File: config.mk
export PLATFORM = sky130hd
export DESIGN_NAME = bus_arbiter_flat
export DESIGN_NICKNAME = d
export VERILOG_FILES = /design/src/rtl/bc_bus_pkg.sv /design/src/rtl/bus_arbiter_if.sv /design/src/rtl/rr_pick.sv /design/src/rtl/bus_arbiter.sv /design/src/flat_wrapper.sv
export SDC_FILE = /design/constraint.sdc
export NUM_CORES = 1
export LEC_CHECK = 0
export ABC_AREA = 1
export ABC_CLOCK_PERIOD_IN_PS = 4900
export CAP_MARGIN = 10
export CORE_ASPECT_RATIO = 0.5
export CORE_MARGIN = 2
export CORE_UTILIZATION = 53
export DETAILED_ROUTE_END_ITERATION = 6
export PLACE_DENSITY = 0.9
export RECOVER_POWER = 50
export SLEW_MARGIN = 20
export SYNTH_ARGS = -nofsm -noshare
export SYNTH_HDL_FRONTEND = slang
export SYNTH_HIERARCHICAL = 1
export SYNTH_SLANG_ARGS = --single-unit
File: constraint.sdc
create_clock -name clk -period 4.9 [get_ports clk]
set_clock_uncertainty 0.2 [all_clocks]
set_input_delay 0.735 -clock clk [delete_from_list [all_inputs] [get_ports clk]]
set_output_delay 0.735 -clock clk [all_outputs]
set_load 0.01 [all_outputs]
File: src/rtl/bc_bus_pkg.sv
// Shared definitions for the Basic Computer common bus: mux select codes
// and the arbiter state encoding.
package bc_bus_pkg;

    localparam int SEL_W = 3;

    localparam logic [SEL_W-1:0] SEL_NONE = 3'd0;
    localparam logic [SEL_W-1:0] SEL_AR   = 3'd1;
    localparam logic [SEL_W-1:0] SEL_PC   = 3'd2;
    localparam logic [SEL_W-1:0] SEL_DR   = 3'd3;
    localparam logic [SEL_W-1:0] SEL_AC   = 3'd4;
    localparam logic [SEL_W-1:0] SEL_IR   = 3'd5;
    localparam logic [SEL_W-1:0] SEL_TR   = 3'd6;
    localparam logic [SEL_W-1:0] SEL_MEM  = 3'd7;

    typedef enum logic {
        IDLE = 1'b0,
        OWN  = 1'b1
    } arbState_t;

endpackage

File: src/rtl/bus_arbiter_if.sv
// Request/grant bundle between the control sequencer (master) and the
// bus arbiter (slave).
interface bus_arbiter_if
    import bc_bus_pkg::*;
#(
    parameter int NREQ  = 7,
    parameter int SEL_W = bc_bus_pkg::SEL_W
);

    logic [NREQ-1:0]  req;
    logic [NREQ-1:0]  done;
    logic [NREQ-1:0]  gnt;
    logic [SEL_W-1:0] bus_sel;
    logic             busy;
    logic             timeout;

    modport master (
        output req,
        output done,
        input  gnt,
        input  bus_sel,
        input  busy,
        input  timeout
    );

    modport slave (
        input  req,
        input  done,
        output gnt,
        output bus_sel,
        output busy,
        output timeout
    );

endinterface

File: src/rtl/rr_pick.sv
// Rotating-priority encoder: first unmasked request at or after i_start,
// wrapping modulo NREQ.
module rr_pick
    import bc_bus_pkg::*;
#(
    parameter int NREQ  = 7,
    parameter int IDX_W = (NREQ > 1) ? $clog2(NREQ) : 1
) (
    input  logic [NREQ-1:0]  i_req,
    input  logic [IDX_W-1:0] i_start,
    input  logic [NREQ-1:0]  i_mask,
    output logic [IDX_W-1:0] o_idx,
    output logic             o_valid
);

    logic [NREQ-1:0] w_cand;

    assign w_cand = i_req & ~i_mask;

    function automatic logic [IDX_W-1:0] wrapIdx(input logic [IDX_W-1:0] start, input int offset);
        return IDX_W'((int'(start) + offset) % NREQ);
    endfunction

    // Scan from the farthest offset down so the nearest candidate wins last.
    always_comb begin
        o_idx   = '0;
        o_valid = 1'b0;
        for (int k = NREQ - 1; k >= 0; k--) begin
            if (w_cand[wrapIdx(i_start, k)]) begin
                o_idx   = wrapIdx(i_start, k);
                o_valid = 1'b1;
            end
        end
    end

endmodule

File: src/rtl/bus_arbiter.sv
// Round-robin owner of the common bus: grants one requester at a time,
// holds it until done, withdrawal or tenure limit, and drives the mux select.
module bus_arbiter
    import bc_bus_pkg::*;
#(
    parameter int NREQ     = 7,
    parameter int SEL_W    = bc_bus_pkg::SEL_W,
    parameter int MAX_HOLD = 4
) (
    input logic           clk,
    input logic           rst,
    bus_arbiter_if.slave  bus
);

    localparam int IDX_W = (NREQ > 1) ? $clog2(NREQ) : 1;
    localparam int TEN_W = (MAX_HOLD > 1) ? $clog2(MAX_HOLD + 1) : 1;
    localparam logic [IDX_W-1:0] LAST_IDX = IDX_W'(NREQ - 1);
    localparam logic [TEN_W-1:0] TEN_LIMIT = TEN_W'(MAX_HOLD - 1);

    arbState_t        r_state;
    arbState_t        w_nextState;
    logic [IDX_W-1:0] r_owner;
    logic [IDX_W-1:0] r_last;
    logic [NREQ-1:0]  r_gnt;
    logic [SEL_W-1:0] r_busSel;
    logic             r_timeout;
    logic [TEN_W-1:0] r_tenure;

    logic [IDX_W-1:0] w_start;
    logic [NREQ-1:0]  w_mask;
    logic [IDX_W-1:0] w_pickIdx;
    logic             w_pickValid;
    logic             w_ownerDone;
    logic             w_ownerReq;
    logic             w_limit;
    logic             w_release;
    logic             w_grant;
    logic [IDX_W-1:0] w_nextOwner;
    logic [NREQ-1:0]  w_nextGnt;
    logic [SEL_W-1:0] w_nextBusSel;
    logic             w_nextTimeout;
    logic [TEN_W-1:0] w_nextTenure;

    assign w_start     = (r_last == LAST_IDX) ? '0 : r_last + IDX_W'(1);
    assign w_mask      = (r_state == OWN) ? (NREQ'(1) << r_owner) : '0;
    assign w_ownerDone = bus.done[r_owner];
    assign w_ownerReq  = bus.req[r_owner];
    assign w_limit     = (MAX_HOLD != 0) && (r_tenure == TEN_LIMIT);

    rr_pick #(
        .NREQ  (NREQ),
        .IDX_W (IDX_W)
    ) u_pick (
        .i_req   (bus.req),
        .i_start (w_start),
        .i_mask  (w_mask),
        .o_idx   (w_pickIdx),
        .o_valid (w_pickValid)
    );

    always_ff @(posedge clk or posedge rst) begin
        if (rst) begin
            r_state   <= IDLE;
            r_owner   <= '0;
            r_last    <= LAST_IDX;
            r_gnt     <= '0;
            r_busSel  <= SEL_W'(SEL_NONE);
            r_timeout <= 1'b0;
            r_tenure  <= '0;
        end else begin
            r_state   <= w_nextState;
            r_owner   <= w_nextOwner;
            r_gnt     <= w_nextGnt;
            r_busSel  <= w_nextBusSel;
            r_timeout <= w_nextTimeout;
            r_tenure  <= w_nextTenure;
            if (w_grant) begin
                r_last <= w_nextOwner;
            end
        end
    end

    // A timed-out owner that is still requesting only gets the bus back
    // when nobody else is waiting.
    always_comb begin
        w_nextState = r_state;
        w_nextOwner = r_owner;
        w_grant     = 1'b0;
        w_release   = 1'b0;
        case (r_state)
            IDLE: begin
                if (w_pickValid) begin
                    w_nextState = OWN;
                    w_nextOwner = w_pickIdx;
                    w_grant     = 1'b1;
                end
            end
            OWN: begin
                w_release = w_ownerDone || !w_ownerReq || w_limit;
                if (w_release) begin
                    if (w_pickValid) begin
                        w_nextOwner = w_pickIdx;
                        w_grant     = 1'b1;
                    end else if (w_limit && !w_ownerDone && w_ownerReq) begin
                        w_grant = 1'b1;
                    end else begin
                        w_nextState = IDLE;
                    end
                end
            end
            default: begin
                w_nextState = IDLE;
            end
        endcase
    end

    always_comb begin
        w_nextGnt     = '0;
        w_nextBusSel  = SEL_W'(SEL_NONE);
        w_nextTimeout = (r_state == OWN) && w_limit && !w_ownerDone;
        w_nextTenure  = r_tenure;
        if (w_nextState == OWN) begin
            w_nextGnt    = NREQ'(1) << w_nextOwner;
            w_nextBusSel = SEL_W'(w_nextOwner) + SEL_W'(1);
        end
        if (w_grant || w_nextState == IDLE) begin
            w_nextTenure = '0;
        end else if (r_tenure != '1) begin
            w_nextTenure = r_tenure + TEN_W'(1);
        end
    end

    assign bus.gnt     = r_gnt;
    assign bus.bus_sel = r_busSel;
    assign bus.busy    = |r_gnt;
    assign bus.timeout = r_timeout;

endmodule

File: src/flat_wrapper.sv
// flat-port wrapper written by rule: the top's interface ports become plain ports
module bus_arbiter_flat import bc_bus_pkg::*;
#(
    parameter int NREQ     = 7,
    parameter int SEL_W    = bc_bus_pkg::SEL_W,
    parameter int MAX_HOLD = 4
)
  (clk, rst, bus_req, bus_done, bus_gnt, bus_bus_sel, bus_busy, bus_timeout);
  bus_arbiter_if #(.NREQ(NREQ), .SEL_W(SEL_W)) bus_i ();
  input logic clk;
  input logic rst;
  input wire logic [$bits(bus_i.req)-1:0] bus_req;
  input wire logic [$bits(bus_i.done)-1:0] bus_done;
  output wire logic [$bits(bus_i.gnt)-1:0] bus_gnt;
  output wire logic [$bits(bus_i.bus_sel)-1:0] bus_bus_sel;
  output wire logic [$bits(bus_i.busy)-1:0] bus_busy;
  output wire logic [$bits(bus_i.timeout)-1:0] bus_timeout;
  assign bus_i.req = bus_req;
  assign bus_i.done = bus_done;
  assign bus_gnt = bus_i.gnt;
  assign bus_bus_sel = bus_i.bus_sel;
  assign bus_busy = bus_i.busy;
  assign bus_timeout = bus_i.timeout;
  bus_arbiter #(.NREQ(NREQ), .SEL_W(SEL_W), .MAX_HOLD(MAX_HOLD)) u_core (.clk(clk), .rst(rst), .bus(bus_i));
endmodule
# == After elaboration in Yosys (flattened, before gate mapping) ==
# Cells that the tools add are included.
# Widths: inputs -> output; s select.
# word_totals
word_cells,99
out_inout_bits,12
register_bits,21
in_bits,16
# op_classes
magnitude_cmp,8
div,7
n_mux,48
n_bitwise,4
n_shift,2
addsub,9
eq_ne,3
reduce_logical,11
# op_table
operator,n
$mod 32x4->32 const B,6
$mux 3,13
$lt 3x4->1 const B,8
$mod 4x4->32 const B,1
$bmux 1 s3,9
$mux 1,21
$mux 7,2
$shl 1x3->7 const A,2
$add 3x3->4 const B,3
$add 3x1->3 const B,3
$add 3x2->4 const B,2
$and 7x7->7,1
$not 7->7,1
$reduce_or 7->1,1
$pmux 3 s2,1
$add 3x1->4 const B,1
$logic_and 1x1->1,4
$pmux 1 s2,2
$eq 3x2->1 const B,1
$eq 3x3->1 const B,1
$logic_or 1x1->1,3
$ne 3x3->1 const B,1
$logic_not 1->1,2
$not 1->1,2
$reduce_bool 2->1,1

# == Logic depth before layout (Yosys ltp) ==
# Gate-level depths: netlist of run 1.
# logic_depth
ltp_word,19
mapped_depth,35
ltp_nobuf,35

# == Cells and area by module ==
# The synthesis of run 1 kept the hierarchy.
# modules_own_cells
mod,seq_area_each_um2,cells_each,area_each_um2,n_inst
rr_pick,0.0,303,1589.0,1
bus_arbiter,528.0,153,1184.9,1

# == Worst setup path after synthesis of run 1 ==
# Ideal clock, no wire load.
# synth_timing
kind,reg-to-reg
from,register u_core.r_last[1]
to,register u_core.r_busSel[2] (netlist: u_core/bus.bus_sel[2])
slack_ns,0.103
stages_incl_launch_ff,28
synth_period_minus_slack_ns,4.797
path_buffers,1
t_required_ns,4.629
arrival_time_ns,4.526
setup_time_ns,0.071
cell_sequence,dfstp_2 > o21ai_0 > nor2_1 > inv_1 > ha_1 > buf_2 > inv_2 > ha_1 > ha_1 > nor3_1 > nand2_1 > nand2_1 > nand2_2 > nand2_2 > nand2_4 > o21bai_1 > inv_1 > nand3_2 > nand2_2 > nor4_1 > nand2_1 > nand2_4 > nand2_1 > nand2_1 > inv_1 > ha_1 > ha_1 > nor2_1
# synth_via
elab_chain_cells,18
# synth_rtl
item,line_no,source
from (decl),bus_arbiter.sv:23,logic [IDX_W-1:0] r_last;
from (signal assigned),bus_arbiter.sv:78,r_last <= w_nextOwner;
$add 3x1->3 / $eq 3x3->1 (equally long branches),bus_arbiter.sv:44,assign w_start = (r_last == LAST_IDX) ? '0 : r_last + IDX_W'(1);
$mux 3 *,bus_arbiter.sv:44,
named net u_core.w_start[1],bus_arbiter.sv:29,logic [IDX_W-1:0] w_start;
$add 3x3->4,rr_pick.sv:21,return IDX_W'((int'(start) + offset) % NREQ);
$mod 32x4->32,rr_pick.sv:21,
$bmux 1 s3,rr_pick.sv:29,"if (w_cand[wrapIdx(i_start, k)]) begin"
$mux 1 (not written as such),rr_pick.sv:29,
$mux 1 (6 in series),rr_pick.sv:29,
$mux 1 *,rr_pick.sv:29,
named net u_core.w_pickValid,bus_arbiter.sv:32,logic w_pickValid;
$mux 3 *,"bus_arbiter.sv:92, bus_arbiter.sv:101",
$mux 3,bus_arbiter.sv:100,if (w_release) begin
$pmux 3 s2 *,bus_arbiter.sv:90,case (r_state)
named net u_core.w_nextOwner[1],bus_arbiter.sv:38,logic [IDX_W-1:0] w_nextOwner;
$add 3x1->3 *,bus_arbiter.sv:124,w_nextBusSel = SEL_W'(w_nextOwner) + SEL_W'(1);
$mux 3 *,bus_arbiter.sv:122,if (w_nextState == OWN) begin
named net u_core.w_nextBusSel[2],bus_arbiter.sv:40,logic [SEL_W-1:0] w_nextBusSel;
to (signal assigned),bus_arbiter.sv:67,r_busSel <= SEL_W'(SEL_NONE);
to (signal assigned),bus_arbiter.sv:74,r_busSel <= w_nextBusSel;
to (decl),bus_arbiter.sv:25,logic [SEL_W-1:0] r_busSel;
# Mark *: on every way through the listed nets, which the timed path passes. The rest lies on a longest branch. The select of a mux whose other input is x is not followed.
# A chain may end at the register's enable or synchronous reset.

# == Worst setup path in the final report of run 1 ==
# Same ends and word-level chain as after synthesis.

==> results of run 1 <==
## worst max path at each step
stage                           startpoint                    end  slack (ps)  depth (start not counted)
final                     u_core/r_last[1]  u_core/bus.bus_sel[2]          80                         24
after CTS                 u_core/r_last[1]  u_core/bus.bus_sel[2]          30                         28
after global placement    u_core/r_last[1]  u_core/bus.bus_sel[2]         150                         31
after floorplan           u_core/r_last[1]  u_core/bus.bus_sel[2]         100                         27
after detailed placement  u_core/r_last[1]  u_core/bus.bus_sel[2]         -50                         28
after global routing      u_core/r_last[1]  u_core/bus.bus_sel[2]        -130                         32
## per-layer routing
metal,track usage (%),vias up
met4,9.43,0
li1,-,1554
met1,29.4,1376
met2,46.2,113
met5,0,-
met3,1.76,16
## sequential cells by signal, summed over array words and instances (netlist names)
| register | cells |
|---|---|
| u_core/r_last | 3 |
| u_core/r_owner | 3 |
| u_core/bus.timeout | 1 |
| u_core/bus.bus_sel | 3 |
| u_core/bus.gnt | 7 |
| u_core/r_tenure | 3 |
| u_core/r_state | 1 |
## cell usage after synthesis, types with 3 or more instances
master / count / share of area, %
nand2_2: 19 / 4.3
o211ai_1: 5 / 1.4
o21ai_0: 21 / 3.8
nor3_1: 7 / 1.3
nand3_1: 43 / 7.8
nand3_2: 5 / 1.8
o21ai_1: 6 / 1.1
xor2_1: 6 / 1.9
a21oi_1: 18 / 3.2
inv_1: 70 / 9.5
inv_2: 4 / 0.54
o21bai_1: 3 / 0.81
dfrtp_1: 19 / 17
nand2_1: 134 / 18
nor2_1: 45 / 6.1
nand2_4: 3 / 1.2
ha_1: 29 / 13
## final cells by class
type | count | share of cell area (%)
clock buffers | 3 | 1.17
multi-input cells | 359 | 60.7
inverters | 74 | 7.88
clock inverters | 1 | 0.142
repair buffers | 50 | 12.7
well taps | 70 | 2.49
flip-flops and latches | 21 | 15.0
## timing repair
action | in CTS | in global routing
buffers inserted | 2 | 11
pin swaps | 1 | 13
resized for setup | 1 | 43
endpoints found under the setup margin | 2 | 12
## logic make-up after synthesis
kind of cell | share of synthesized area (%)
compound gates | 12.6
xor+xnor | 2.21
fa+ha+maj | 13.1
buf+inv | 10.4
flops | 19.0
mux | 0.361
simple gates | 42.3
## worst max-delay path: cells and delay by family (launching register included)
| kind | cells | cell delay, ps |
|---|---|---|
| AOI/OAI and AO/OA | 5 | 1010 |
| and+or+nand+nor | 10 | 1410 |
| DFF | 1 | 570 |
| buffers and inverters | 6 | 710 |
| adders and majority gates | 3 | 820 |
## stage by stage
| stage | cell area (µm²) | setup WS, ps | util, % | instances | hold WS [ps] |
|---|---|---|---|---|---|
| 5_1_grt | 3520 | -134 | 70.8 | 578 | 299 |
| 2_1_floorplan | 2770 | 103 | - | 456 | 259 |
| 3_5_place_dp | 3200 | -52.8 | 64.2 | 561 | 272 |
| 6_report | 3520 | 80.5 | 70.8 | 578 | 288 |
| 4_1_cts | 3260 | 27.7 | 65.5 | 567 | 290 |
| 3_3_place_gp | 3200 | 147 | 64.2 | 561 | 273 |
==> metrics, run 1 <==
most frequent cells in the layout=124 x nand2_1, 68 x inv_1, 43 x nor2_1; Final ANT Viol Nets=0; register cell area after layout=528 µm²; routed len/inst=12.9 µm; Hold Startpoint=u_core/r_last[2]; r2r setup slk=80 ps; worst reg-to-reg path cell count=24; Clk Latency, worst-skew pair=260 ps; # IOs=28; Worst EP required=4890 ps; diodes inserted=0; nets@finish=554; R2R Path End=u_core/bus.bus_sel[2]; worst slew pin tran=752 ps; vias per cell=5.29; Row Count=18; Tcrit/Tclk final=98.4%; Setup TNS Final=0 ps; slowest CP cell=dfstp_2; grt ovf=0; Worst Path Class, Setup=reg -> reg; GRT Total Usage=24.0%; TritonCTS clock tree=yes; Final Hold Fails=0; max_slew headroom=49.8%; RD Place Congestion=0.987; CTS Root Cell=clkbuf_8; slowest stage delay, CP=570 ps; Iter 0 DRT Violations=216; worst hold path class=reg -> reg; Max Slew Vio Count=0; H-tree depth=1; ys async rst share=100%; clk slew on worst S/H paths=70 ps; Syn Nets=501; via count=3,059; initial antenna violation count=0; vias in the first global route=2,629; Seq/Total Area, Yosys=19.0%; status=complete, no violations; Core ar.=0.00498 mm²; CP Launch Type=register; Worst R2R Start=u_core/r_last[1]; WL met2=3730 µm; Arr. time, crit path=4810 ps; final setup vio count=0; DP HPWL=5360 µm; maximum number of pins on one net before global-route repair=22; Synth Flop Type=dfrtp_1; worst-path fanout max=5; layout cells sized above 1=19.5%; Hold Path End=u_core/r_last[2]; Die Footprint=0.00586 mm²; Multi-input gate area=0.00214 mm²; max_cap viols=0; post-route minimum period=4820 ps; Met1 Wirelength=3190 µm; commonest non-fill, non-tap cell in the layout=nand2_1; Synth warnings=6; Die X=106 µm; Num CTS Buffers=3; drt total wl=7440 µm; Mapped Cells=456; Worst Setup End Kind=register; routed length on met3=364 µm; fmax=207 MHz; Area Growth Syn to Fin=27.0%; most frequent CP cell=inv_1; flops & latches, synth=21; Yosys cell types=32; Initial Util=55.7%; drt first pass iters=5; synthesized cell area=0.00277 mm²; syn avg cell area=6.08 µm²; Die Y=55.2 µm; clk sink count=21; DRC Markers=0; PortBufs=27; # fillers=409; clk buf depth=2; crit-path cells=o21ai_1, nor2_2, buf_4, inv_1, buf_4, ha_1, inv_1, o21ai_2, o31ai_1, nand2_1, nand2_2, o21ai_0, nand2_1, o21ai_2, inv_1, nor4_2, nand2_2, nand2_4, nand2_1, nand2_2, inv_1, ha_1, ha_1, nor2_1; Hold Crit Depth=2; first-pass GRT wire length=11,200 µm; top sig layer=met4; number of synthesized flops with an enable pin=0; CTS Hold Bufs=0
Power of run 1 is not shown: default switching activity piles up to over one toggle a cycle in this logic, so the estimate is an artifact.
==> run 2: changes to the inputs <==
--- a/config.mk
+++ b/config.mk
@@ -6,13 +6,13 @@
 export NUM_CORES = 1
 export LEC_CHECK = 0
 export ABC_AREA = 1
-export ABC_CLOCK_PERIOD_IN_PS = 4900
+export ABC_CLOCK_PERIOD_IN_PS = 5200
 export CAP_MARGIN = 10
 export CORE_ASPECT_RATIO = 0.5
 export CORE_MARGIN = 2
-export CORE_UTILIZATION = 53
+export CORE_UTILIZATION = 58
 export DETAILED_ROUTE_END_ITERATION = 6
-export PLACE_DENSITY = 0.9
+export PLACE_DENSITY = 0.93
 export RECOVER_POWER = 50
 export SLEW_MARGIN = 20
 export SYNTH_ARGS = -nofsm -noshare
==> constraint.sdc (replaced) <==
create_clock -name clk -period 5.2 [get_ports clk]
set_clock_uncertainty 0.2 [all_clocks]
set_input_delay 0.78 -clock clk [delete_from_list [all_inputs] [get_ports clk]]
set_output_delay 0.78 -clock clk [all_outputs]
set_load 0.01 [all_outputs]
==> run 2 against run 1 <==
  * Critical path depth increased by 4
  * Worst hold slack improved by 39 ps
  * Critical endpoint unchanged
  * Register-to-register slack better by 250 ps
==> metrics, run 2 (synthesized netlist as in run 1, its figures left out) <==
slowest CP cell=dfstp_2; Final ANT Viol Nets=0 (unchanged); # fillers=358 (-12%); GRT Total Usage=27.6% (+3.6 points); Arr. time, crit path=4850 ps (+40 ps); CP Launch Type=register; DRC Markers=0 (unchanged); drt total wl=7260 µm (-2.5%); fmax=205 MHz (-0.96%); most frequent CP cell=nand2_2; most frequent cells in the layout=130 x nand2_1, 68 x inv_1, 44 x nand3_1, 44 x nor2_1, 26 x ha_1; via count=2,986 (-2.4%); Die Y=52.9 µm (-4.1%); Iter 0 DRT Violations=247 (+14%); Initial Util=61.8% (+6.1 points); PortBufs=27 (unchanged); final setup vio count=0 (unchanged); worst-path fanout max=6 (+1); Clk Latency, worst-skew pair=260 ps (about the same); Worst Setup End Kind=register; status=complete, no violations; post-route minimum period=4870 ps (+46.8 ps); Die Footprint=0.00539 mm² (-8.2%); drt first pass iters=5 (unchanged); Final Hold Fails=0 (unchanged); max_slew headroom=43.7% (-6.1 points); Worst EP required=5190 ps (+300 ps); vias in the first global route=2,648 (+0.72%); first-pass GRT wire length=11,600 µm (+3.9%); clk slew on worst S/H paths=80 ps (about the same); H-tree depth=1 (unchanged); DP HPWL=5640 µm (+5.3%); Multi-input gate area=0.00202 mm² (-5.5%); initial antenna violation count=0 (unchanged); Area Growth Syn to Fin=19.0%; routed len/inst=12.9 µm (+0.47%); Die X=102 µm (-4.2%); worst slew pin tran=843 ps (+90.8 ps); clk buf depth=2 (unchanged); Core ar.=0.00449 mm² (-9.8%); layout cells sized above 1=13.5% (-6.0 points); vias per cell=5.32 (+0.57%); number of flip-flops in the largest register=7 (unchanged); TritonCTS clock tree=yes; diodes inserted=0 (unchanged); Worst Path Class, Setup=reg -> reg; register cell area after layout=528 µm² (unchanged); clk sink count=21 (unchanged); Row Count=17 (-1); Hold Slack=327 ps (+39.2 ps); Max Slew Vio Count=0 (unchanged); max_cap viols=0 (unchanged); Tcrit/Tclk final=93.6% (-4.8 points); # IOs=28 (unchanged); worst hold path class=reg -> reg; Num CTS Buffers=3 (unchanged); grt ovf=0 (unchanged); maximum number of pins on one net before global-route repair=22 (unchanged); slowest stage delay, CP=590 ps (+20 ps); RD Place Congestion=1.03 (+4.1%); commonest non-fill, non-tap cell in the layout=nand2_1; CTS Root Cell=clkbuf_8; nets@finish=541 (-2.3%)
## run 2: cell type report
class,instances,area share [%]
multi-input cells,359,61.2
flip-flops and latches,21,16.0
repair buffers,37,10.5
inverters,74,8.53
well taps,66,2.50
clock buffers,4,1.36
## run 2: routing by layer
metal | share of wire, % | vias up | global-route usage [%]
met5 | 0 | - | 0
met4 | 1.5 | 0 | 6.31
met3 | 6.1 | 14 | 2.38
met2 | 47 | 120 | 51.5
met1 | 45 | 1323 | 34.9
li1 | - | 1529 | -
## run 2: through the flow
stage / cell area, µm² / worst slack [ps] / utilization (%) / setup TNS [ps] / std cells
2_1_floorplan: 2770 / 403 / - / 0 / 456
3_3_place_gp: 3150 / 269 / 70.3 / 0 / 552
3_5_place_dp: 3150 / 46.0 / 70.3 / 0 / 552
4_1_cts: 3200 / 0.332 / 71.3 / 0 / 556
5_1_grt: 3300 / -54.1 / 73.6 / -54.1 / 561
6_report: 3300 / 334 / 73.6 / 0 / 561
## run 2: path summary, 6_finish.rpt
path / cells past startpoint / slack, ps / start / endpoint
worst min-delay path: 2 / 330 / u_core/r_last[2] / u_core/r_last[2]
min in group asynchronous: 2 / 930 / rst / u_core/bus.gnt[1]
max in group asynchronous: 2 / 3340 / rst / u_core/bus.bus_sel[0]
worst max register to register: 28 / 330 / u_core/r_last[1] / u_core/bus.bus_sel[2]
worst min register to register: 2 / 330 / u_core/r_last[2] / u_core/r_last[2]
worst max-delay path: 28 / 330 / u_core/r_last[1] / u_core/bus.bus_sel[2]
## run 2: worst max-delay path: cells and delay by family (launching register included)
family,cells,cell delay [ps]
and+or+nand+nor,17,2030
adders and majority gates,5,1170
DFF,1,590
buffers and inverters,4,460
xor gates and xnor gates,1,190
AOI/OAI and AO/OA,1,130
## run 2: timing repair
action                                  in CTS  in global routing
endpoints found under the setup margin       0                 14
buffers inserted                             0                  5
hold buffers                                 0                  0
gates resized for setup                      0                 18
Power of run 2 is left out for the same reason.
